File: config.mk
export PLATFORM = sky130hd
export DESIGN_NAME = mem_port_arbiter_flat
export DESIGN_NICKNAME = d
export VERILOG_FILES = /design/src/rtl/mem_port_arbiter_if.sv /design/src/rtl/mem_port_arbiter.sv /design/src/flat_wrapper.sv
export SDC_FILE = /design/constraint.sdc
export NUM_CORES = 1
export LEC_CHECK = 0
export BUFFER_PORTS_ARGS = -buffer_cell sky130_fd_sc_hd__buf_2
export CAP_MARGIN = 5
export CELL_PAD_IN_SITES_DETAIL_PLACEMENT = 0
export CELL_PAD_IN_SITES_GLOBAL_PLACEMENT = 1
export CORE_MARGIN = 4
export CORE_UTILIZATION = 28
export DETAILED_ROUTE_END_ITERATION = 8
export GPL_ROUTABILITY_DRIVEN = 0
export PLACE_DENSITY_LB_ADDON = 0.1
export SLEW_MARGIN = 15
export SYNTH_ARGS = -nofsm -noshare
export SYNTH_HDL_FRONTEND = slang
export SYNTH_SLANG_ARGS = --single-unit
File: constraint.sdc
create_clock -name clk -period 1.36 [get_ports clk]
set_input_delay 0.204 -clock clk [delete_from_list [all_inputs] [get_ports clk]]
set_output_delay 0.204 -clock clk [all_outputs]
set_load 0.03 [all_outputs]
File: src/rtl/mem_port_arbiter_if.sv
// Request, response and memory-port bundle of mem_port_arbiter.
// slave: arbiter side; master: requesters plus memory side.
interface mem_port_arbiter_if #(
  parameter int unsigned ADDR_WIDTH = 32,
  parameter int unsigned DATA_WIDTH = 32
);
  logic                  req0_valid;
  logic                  req1_valid;
  logic [ADDR_WIDTH-1:0] req0_addr;
  logic [ADDR_WIDTH-1:0] req1_addr;
  logic                  req0_we;
  logic                  req1_we;
  logic [DATA_WIDTH-1:0] req0_wdata;
  logic [DATA_WIDTH-1:0] req1_wdata;
  logic                  req0_ready;
  logic                  req1_ready;
  logic                  rsp0_valid;
  logic                  rsp1_valid;
  logic [DATA_WIDTH-1:0] rsp_rdata;
  logic                  rsp_err;
  logic                  mem_req;
  logic [ADDR_WIDTH-1:0] mem_addr;
  logic                  mem_we;
  logic [DATA_WIDTH-1:0] mem_wdata;
  logic                  mem_gnt;
  logic                  mem_rvalid;
  logic [DATA_WIDTH-1:0] mem_rdata;
  logic                  mem_sel;

  modport slave (
    input  req0_valid, req1_valid, req0_addr, req1_addr, req0_we, req1_we,
           req0_wdata, req1_wdata, mem_gnt, mem_rvalid, mem_rdata,
    output req0_ready, req1_ready, rsp0_valid, rsp1_valid, rsp_rdata, rsp_err,
           mem_req, mem_addr, mem_we, mem_wdata, mem_sel
  );

  modport master (
    output req0_valid, req1_valid, req0_addr, req1_addr, req0_we, req1_we,
           req0_wdata, req1_wdata, mem_gnt, mem_rvalid, mem_rdata,
    input  req0_ready, req1_ready, rsp0_valid, rsp1_valid, rsp_rdata, rsp_err,
           mem_req, mem_addr, mem_we, mem_wdata, mem_sel
  );
endinterface

File: src/rtl/mem_port_arbiter.sv
// Round-robin arbiter sharing one memory port between fetch (req0) and LSU (req1).
// Optional response watchdog enabled by defining MEM_ARB_TIMEOUT_EN.
module mem_port_arbiter #(
  parameter int unsigned ADDR_WIDTH     = 32,
  parameter int unsigned DATA_WIDTH     = 32,
  parameter int unsigned TIMEOUT_CYCLES = 64
) (
  input  logic              clk,
  input  logic              rst,
  mem_port_arbiter_if.slave bus
);

  typedef enum logic [1:0] {
    IDLE  = 2'd0,
    ISSUE = 2'd1,
    WAIT  = 2'd2
  } state_t;

  state_t                state;
  logic                  last_grant;
  logic                  sel;
  logic                  mem_req_q;
  logic                  mem_we_q;
  logic [ADDR_WIDTH-1:0] mem_addr_q;
  logic [DATA_WIDTH-1:0] mem_wdata_q;
  logic [DATA_WIDTH-1:0] rsp_rdata_q;
  logic                  rsp0_q;
  logic                  rsp1_q;

  logic                  win_valid;
  logic                  winner;
  logic [ADDR_WIDTH-1:0] win_addr;
  logic                  win_we;
  logic [DATA_WIDTH-1:0] win_wdata;

  // Winner selection: a lone requester wins, a tie goes to the one not granted last.
  always_comb begin
    win_valid = 1'b0;
    winner    = 1'b0;
    if (state == IDLE) begin
      case ({bus.req1_valid, bus.req0_valid})
        2'b01:   begin win_valid = 1'b1; winner = 1'b0;        end
        2'b10:   begin win_valid = 1'b1; winner = 1'b1;        end
        2'b11:   begin win_valid = 1'b1; winner = ~last_grant; end
        default: begin win_valid = 1'b0; winner = 1'b0;        end
      endcase
    end
    win_addr  = winner ? bus.req1_addr  : bus.req0_addr;
    win_we    = winner ? bus.req1_we    : bus.req0_we;
    win_wdata = winner ? bus.req1_wdata : bus.req0_wdata;
  end

`ifdef MEM_ARB_TIMEOUT_EN
  localparam int unsigned CNT_W = $clog2(TIMEOUT_CYCLES + 1);

  logic [CNT_W-1:0] cnt_q;
  logic             rsp_err_q;
  logic             timeout;

  // Fires on the cycle the count would reach the limit without a response.
  assign timeout = ((state == ISSUE) || ((state == WAIT) && !bus.mem_rvalid)) &&
                   (cnt_q == CNT_W'(TIMEOUT_CYCLES - 1));
`endif

  always_ff @(posedge clk) begin
    if (rst) begin
      state       <= IDLE;
      last_grant  <= 1'b1;
      sel         <= 1'b0;
      mem_req_q   <= 1'b0;
      mem_we_q    <= 1'b0;
      mem_addr_q  <= '0;
      mem_wdata_q <= '0;
      rsp_rdata_q <= '0;
      rsp0_q      <= 1'b0;
      rsp1_q      <= 1'b0;
`ifdef MEM_ARB_TIMEOUT_EN
      cnt_q       <= '0;
      rsp_err_q   <= 1'b0;
`endif
    end else begin
      rsp0_q <= 1'b0;
      rsp1_q <= 1'b0;
`ifdef MEM_ARB_TIMEOUT_EN
      if (state != IDLE) cnt_q <= cnt_q + CNT_W'(1);
`endif
      case (state)
        IDLE: begin
          if (win_valid) begin
            mem_addr_q  <= win_addr;
            mem_we_q    <= win_we;
            mem_wdata_q <= win_wdata;
            sel         <= winner;
            last_grant  <= winner;
            mem_req_q   <= 1'b1;
            state       <= ISSUE;
`ifdef MEM_ARB_TIMEOUT_EN
            cnt_q       <= '0;
`endif
          end
        end
        ISSUE: begin
          if (bus.mem_gnt) begin
            mem_req_q <= 1'b0;
            state     <= WAIT;
          end
        end
        WAIT: begin
          if (bus.mem_rvalid) begin
            rsp_rdata_q <= bus.mem_rdata;
            rsp0_q      <= ~sel;
            rsp1_q      <= sel;
            state       <= IDLE;
`ifdef MEM_ARB_TIMEOUT_EN
            rsp_err_q   <= 1'b0;
`endif
          end
        end
        default: state <= IDLE;
      endcase
`ifdef MEM_ARB_TIMEOUT_EN
      // Abandon the transaction; any later rvalid lands in IDLE and is dropped.
      if (timeout) begin
        state       <= IDLE;
        mem_req_q   <= 1'b0;
        rsp_rdata_q <= '0;
        rsp_err_q   <= 1'b1;
        rsp0_q      <= ~sel;
        rsp1_q      <= sel;
      end
`endif
    end
  end

  assign bus.req0_ready = ~rst & win_valid & ~winner;
  assign bus.req1_ready = ~rst & win_valid & winner;
  assign bus.rsp0_valid = rsp0_q;
  assign bus.rsp1_valid = rsp1_q;
  assign bus.rsp_rdata  = rsp_rdata_q;
  assign bus.mem_req    = mem_req_q;
  assign bus.mem_addr   = mem_addr_q;
  assign bus.mem_we     = mem_we_q;
  assign bus.mem_wdata  = mem_wdata_q;
  assign bus.mem_sel    = sel;
`ifdef MEM_ARB_TIMEOUT_EN
  assign bus.rsp_err    = rsp_err_q;
`else
  assign bus.rsp_err    = 1'b0;
`endif

endmodule

File: src/flat_wrapper.sv
// flat-port wrapper written by rule: the top's interface ports become plain ports
module mem_port_arbiter_flat 
#(
  parameter int unsigned ADDR_WIDTH     = 32,
  parameter int unsigned DATA_WIDTH     = 32,
  parameter int unsigned TIMEOUT_CYCLES = 64
)
  (clk, rst, bus_req0_valid, bus_req1_valid, bus_req0_addr, bus_req1_addr, bus_req0_we, bus_req1_we, bus_req0_wdata, bus_req1_wdata, bus_mem_gnt, bus_mem_rvalid, bus_mem_rdata, bus_req0_ready, bus_req1_ready, bus_rsp0_valid, bus_rsp1_valid, bus_rsp_rdata, bus_rsp_err, bus_mem_req, bus_mem_addr, bus_mem_we, bus_mem_wdata, bus_mem_sel);
  mem_port_arbiter_if #(.ADDR_WIDTH(ADDR_WIDTH), .DATA_WIDTH(DATA_WIDTH)) bus_i ();
  input  logic clk;
  input  logic rst;
  input wire logic [$bits(bus_i.req0_valid)-1:0] bus_req0_valid;
  input wire logic [$bits(bus_i.req1_valid)-1:0] bus_req1_valid;
  input wire logic [$bits(bus_i.req0_addr)-1:0] bus_req0_addr;
  input wire logic [$bits(bus_i.req1_addr)-1:0] bus_req1_addr;
  input wire logic [$bits(bus_i.req0_we)-1:0] bus_req0_we;
  input wire logic [$bits(bus_i.req1_we)-1:0] bus_req1_we;
  input wire logic [$bits(bus_i.req0_wdata)-1:0] bus_req0_wdata;
  input wire logic [$bits(bus_i.req1_wdata)-1:0] bus_req1_wdata;
  input wire logic [$bits(bus_i.mem_gnt)-1:0] bus_mem_gnt;
  input wire logic [$bits(bus_i.mem_rvalid)-1:0] bus_mem_rvalid;
  input wire logic [$bits(bus_i.mem_rdata)-1:0] bus_mem_rdata;
  output wire logic [$bits(bus_i.req0_ready)-1:0] bus_req0_ready;
  output wire logic [$bits(bus_i.req1_ready)-1:0] bus_req1_ready;
  output wire logic [$bits(bus_i.rsp0_valid)-1:0] bus_rsp0_valid;
  output wire logic [$bits(bus_i.rsp1_valid)-1:0] bus_rsp1_valid;
  output wire logic [$bits(bus_i.rsp_rdata)-1:0] bus_rsp_rdata;
  output wire logic [$bits(bus_i.rsp_err)-1:0] bus_rsp_err;
  output wire logic [$bits(bus_i.mem_req)-1:0] bus_mem_req;
  output wire logic [$bits(bus_i.mem_addr)-1:0] bus_mem_addr;
  output wire logic [$bits(bus_i.mem_we)-1:0] bus_mem_we;
  output wire logic [$bits(bus_i.mem_wdata)-1:0] bus_mem_wdata;
  output wire logic [$bits(bus_i.mem_sel)-1:0] bus_mem_sel;
  assign bus_i.req0_valid = bus_req0_valid;
  assign bus_i.req1_valid = bus_req1_valid;
  assign bus_i.req0_addr = bus_req0_addr;
  assign bus_i.req1_addr = bus_req1_addr;
  assign bus_i.req0_we = bus_req0_we;
  assign bus_i.req1_we = bus_req1_we;
  assign bus_i.req0_wdata = bus_req0_wdata;
  assign bus_i.req1_wdata = bus_req1_wdata;
  assign bus_i.mem_gnt = bus_mem_gnt;
  assign bus_i.mem_rvalid = bus_mem_rvalid;
  assign bus_i.mem_rdata = bus_mem_rdata;
  assign bus_req0_ready = bus_i.req0_ready;
  assign bus_req1_ready = bus_i.req1_ready;
  assign bus_rsp0_valid = bus_i.rsp0_valid;
  assign bus_rsp1_valid = bus_i.rsp1_valid;
  assign bus_rsp_rdata = bus_i.rsp_rdata;
  assign bus_rsp_err = bus_i.rsp_err;
  assign bus_mem_req = bus_i.mem_req;
  assign bus_mem_addr = bus_i.mem_addr;
  assign bus_mem_we = bus_i.mem_we;
  assign bus_mem_wdata = bus_i.mem_wdata;
  assign bus_mem_sel = bus_i.mem_sel;
  mem_port_arbiter #(.ADDR_WIDTH(ADDR_WIDTH), .DATA_WIDTH(DATA_WIDTH), .TIMEOUT_CYCLES(TIMEOUT_CYCLES)) u_core (.clk(clk), .rst(rst), .bus(bus_i));
endmodule
==> qor.yml <==
clk_latency_ns: 0.34
cp_slowest_stage_delay_ns: 0.37
final_core_util_pct: 46.50
num_rows: 47
cp.depth: 4
final-max-slew-violation-count: 0
power_w: 0.009165
cts_tree: "done"
cts.path.max_buffers: 2
synth-edff-count: 0
root_buffer: "clkbuf_16"
reg2reg_depth: 8
hold_ws_ns: 0.07638
ys_ff_latch: 104
netlist_instances: 571
skew_ns: 0.005323
hold_path_depth: 2
endpoint_kind: "output pin"
crit_buf_inv: 1
syn_area_mm2: 0.004776
critPathTopFamily: "flip-flops"
min_path_type: "in2reg"
ir_worst_vdd_v: 0.0006929
clock_sinks: 104
drtAntennaViolNets: 0
postSynthAreaPerCell_um2: 8.364
synth-async-reset-ratio_pct: 0
final-hold-violation-count: 0
firstDrtPassIters: 5
status: "finished with violations"
synth_area_leaders: "dfxtp_1, a311oi_1, a21oi_1, nand4_1, nand2_1"
die_y_um: 138.6
antenna_found_initial: 0
synth_commonest_cells: "dfxtp_1, a21oi_1, nand2_1"
worstSetupStartpointType: "register"
rsz0062_at_grt: "true"
wl_per_cell_um: 19.92
synth_seq_area_share_pct: 43.59
final-setup-viol-count: 101
place_area_mm2: 0.006414
grt_use_total_pct: 19.78
synth_top_area_cell: "dfxtp_1"
coreArea_mm2: 0.01664
grt_pass1_wl_mm: 30.88
die-area_mm2: 0.01921
crit_fanout: 4
fin_crit_sh_pct: 117.3
numPortBuffers: 270
initial_utilization_pct: 28.70
cp.required_ns: 1.16
hpwl_mm: 13.30
diodes: 0
power_density_mw_per_mm2: 1184
synth_nets: 739
syn_to_final_growth_pct: 62.04
numCtsBuffers: 9
htreeDepth: 3
place_worst_setup_slack_ns: -0.1271
dr_total_vias: 5766
yosys.cell_types.count: 30
post-route-drc-count: 0
ys.warnings.count: 0
wl_mm: 21.23
fmax_mhz: 627.1
min_period_ns: 1.595
synth.most_common_cell: "dfxtp_1"
die_width_um: 138.6
setup_slack_ns: -0.2347
grt_overflow_total: 0
cp_data_arrival_time_ns: 1.39
vias_per_cell: 5.409
grt_start_max_net_pins: 51
synth.top_cell.area_share_pct: 43.59
ios: 272
crit_type: "reg2out"
violations: "setup timing"
drive_gt1_share_pct: 52.84
drv_cap: 0
grt_pass1_vias: 5551
cpMaxStageDelayCell: "dfxtp_4"
cts_hold_buf: 0
ys.flop_type: "dfxtp_1"
leakage_nw: 3.326
nets: 1009
stdcell_area_mm2: 0.007739
clk_pin_slew_ns: 0.07
crit_chain: "a211o_4 > nor2_4 > nor3_4 > buf_6"
drtIter0Drc: 317
==> per-stage QoR <==
| stage | instances | TNS [ns] |
|---|---|---|
| 2_1_floorplan | 571 | -0.03674 |
| 3_3_place_gp | 1019 | -2.742 |
| 3_5_place_dp | 1019 | -6.745 |
| 4_1_cts | 1052 | -19.82 |
| 5_1_grt | 1066 | -20.89 |
| 6_report | 1066 | -16.24 |
==> path summary, 6_finish.rpt <==
kind         slack, ns                  endpoint                      from
max reg2reg      -0.22   u_core.bus.mem_addr[13]           u_core.state[0]
min reg2reg       0.45  u_core.bus.rsp_rdata[23]  u_core.bus.rsp_rdata[23]
min               0.08           u_core.state[0]               bus_mem_gnt
max              -0.23            bus_req0_ready           u_core.state[0]
==> cells in the final DEF, fill, tap and decap left out, types with 8 or more instances in the layout <==
cell type and instances:
o21ai_2 11, buf_6 9, buf_8 8, o21ai_0 21, a311oi_2 20, nand2_4 13
dfxtp_1 102, nand4_1 65, clkbuf_16 16, a21oi_1 79, a21oi_2 21, nand2_1 41
nand2_2 12, buf_2 267, buf_4 25, a311oi_1 45, o21ai_1 35, buf_12 20
==> per-layer routing <==
metal | vias up | global-route usage (%) | part of all wire (%)
met5 | - | 0 | 0
met4 | 0 | 5.616 | 1.6
met3 | 26 | 5.241 | 7.6
met2 | 254 | 32.37 | 49
met1 | 2770 | 25.82 | 42
li1 | 2716 | - | -
==> kinds of logic after synthesis <==
| logic type | synth area share (%) |
|---|---|
| AO/OA/AOI/OAI | 30.55 |
| flip-flops | 43.59 |
| other | 0.07852 |
| AND/OR/NAND/NOR | 15.95 |
| buffers and inverters | 9.824 |
==> layout make-up <==
type | count | area [um^2]
clock buffers | 12 | 256.5
clock inverters | 4 | 52.55
fillers | 1677 | 8904
inverters | 2 | 7.507
multi-input cells | 385 | 2649
flip-flops and latches | 104 | 2090
well taps | 220 | 275.3
repair buffers | 339 | 2409
==> registers in the layout (all words and copies together), names as in the netlist <==
name / cells
u_core.bus.mem_addr: 32
u_core.bus.mem_req: 1
u_core.bus.mem_sel: 1
u_core.bus.mem_wdata: 32
u_core.bus.mem_we: 1
u_core.bus.rsp0_valid: 1
u_core.bus.rsp1_valid: 1
u_core.bus.rsp_rdata: 32
u_core.last_grant: 1
u_core.state: 2
==> repair_timing <==
action | CTS | global route
cloned | 7 | 10
setup buffers | 11 | 13
resized for setup | 39 | 119
pin swaps | 4 | 21
setup endpoints to repair | 81 | 102
==> report_power, final <==
part | switching, W | internal (W)
combinational | 0.00177 | 0.00122
sequential | 0.000149 | 0.00331
clock | 0.00118 | 0.00153
==> worst reg2reg max path: cells and delay by family, from the launching register on <==
| kind | cells | cell delay, ns |
|---|---|---|
| buf+inv | 5 | 0.62 |
| flops | 1 | 0.37 |
| simple gates | 2 | 0.36 |
| compound gates | 1 | 0.09 |
No activity file was read; power rests on OpenSTA's default activity.
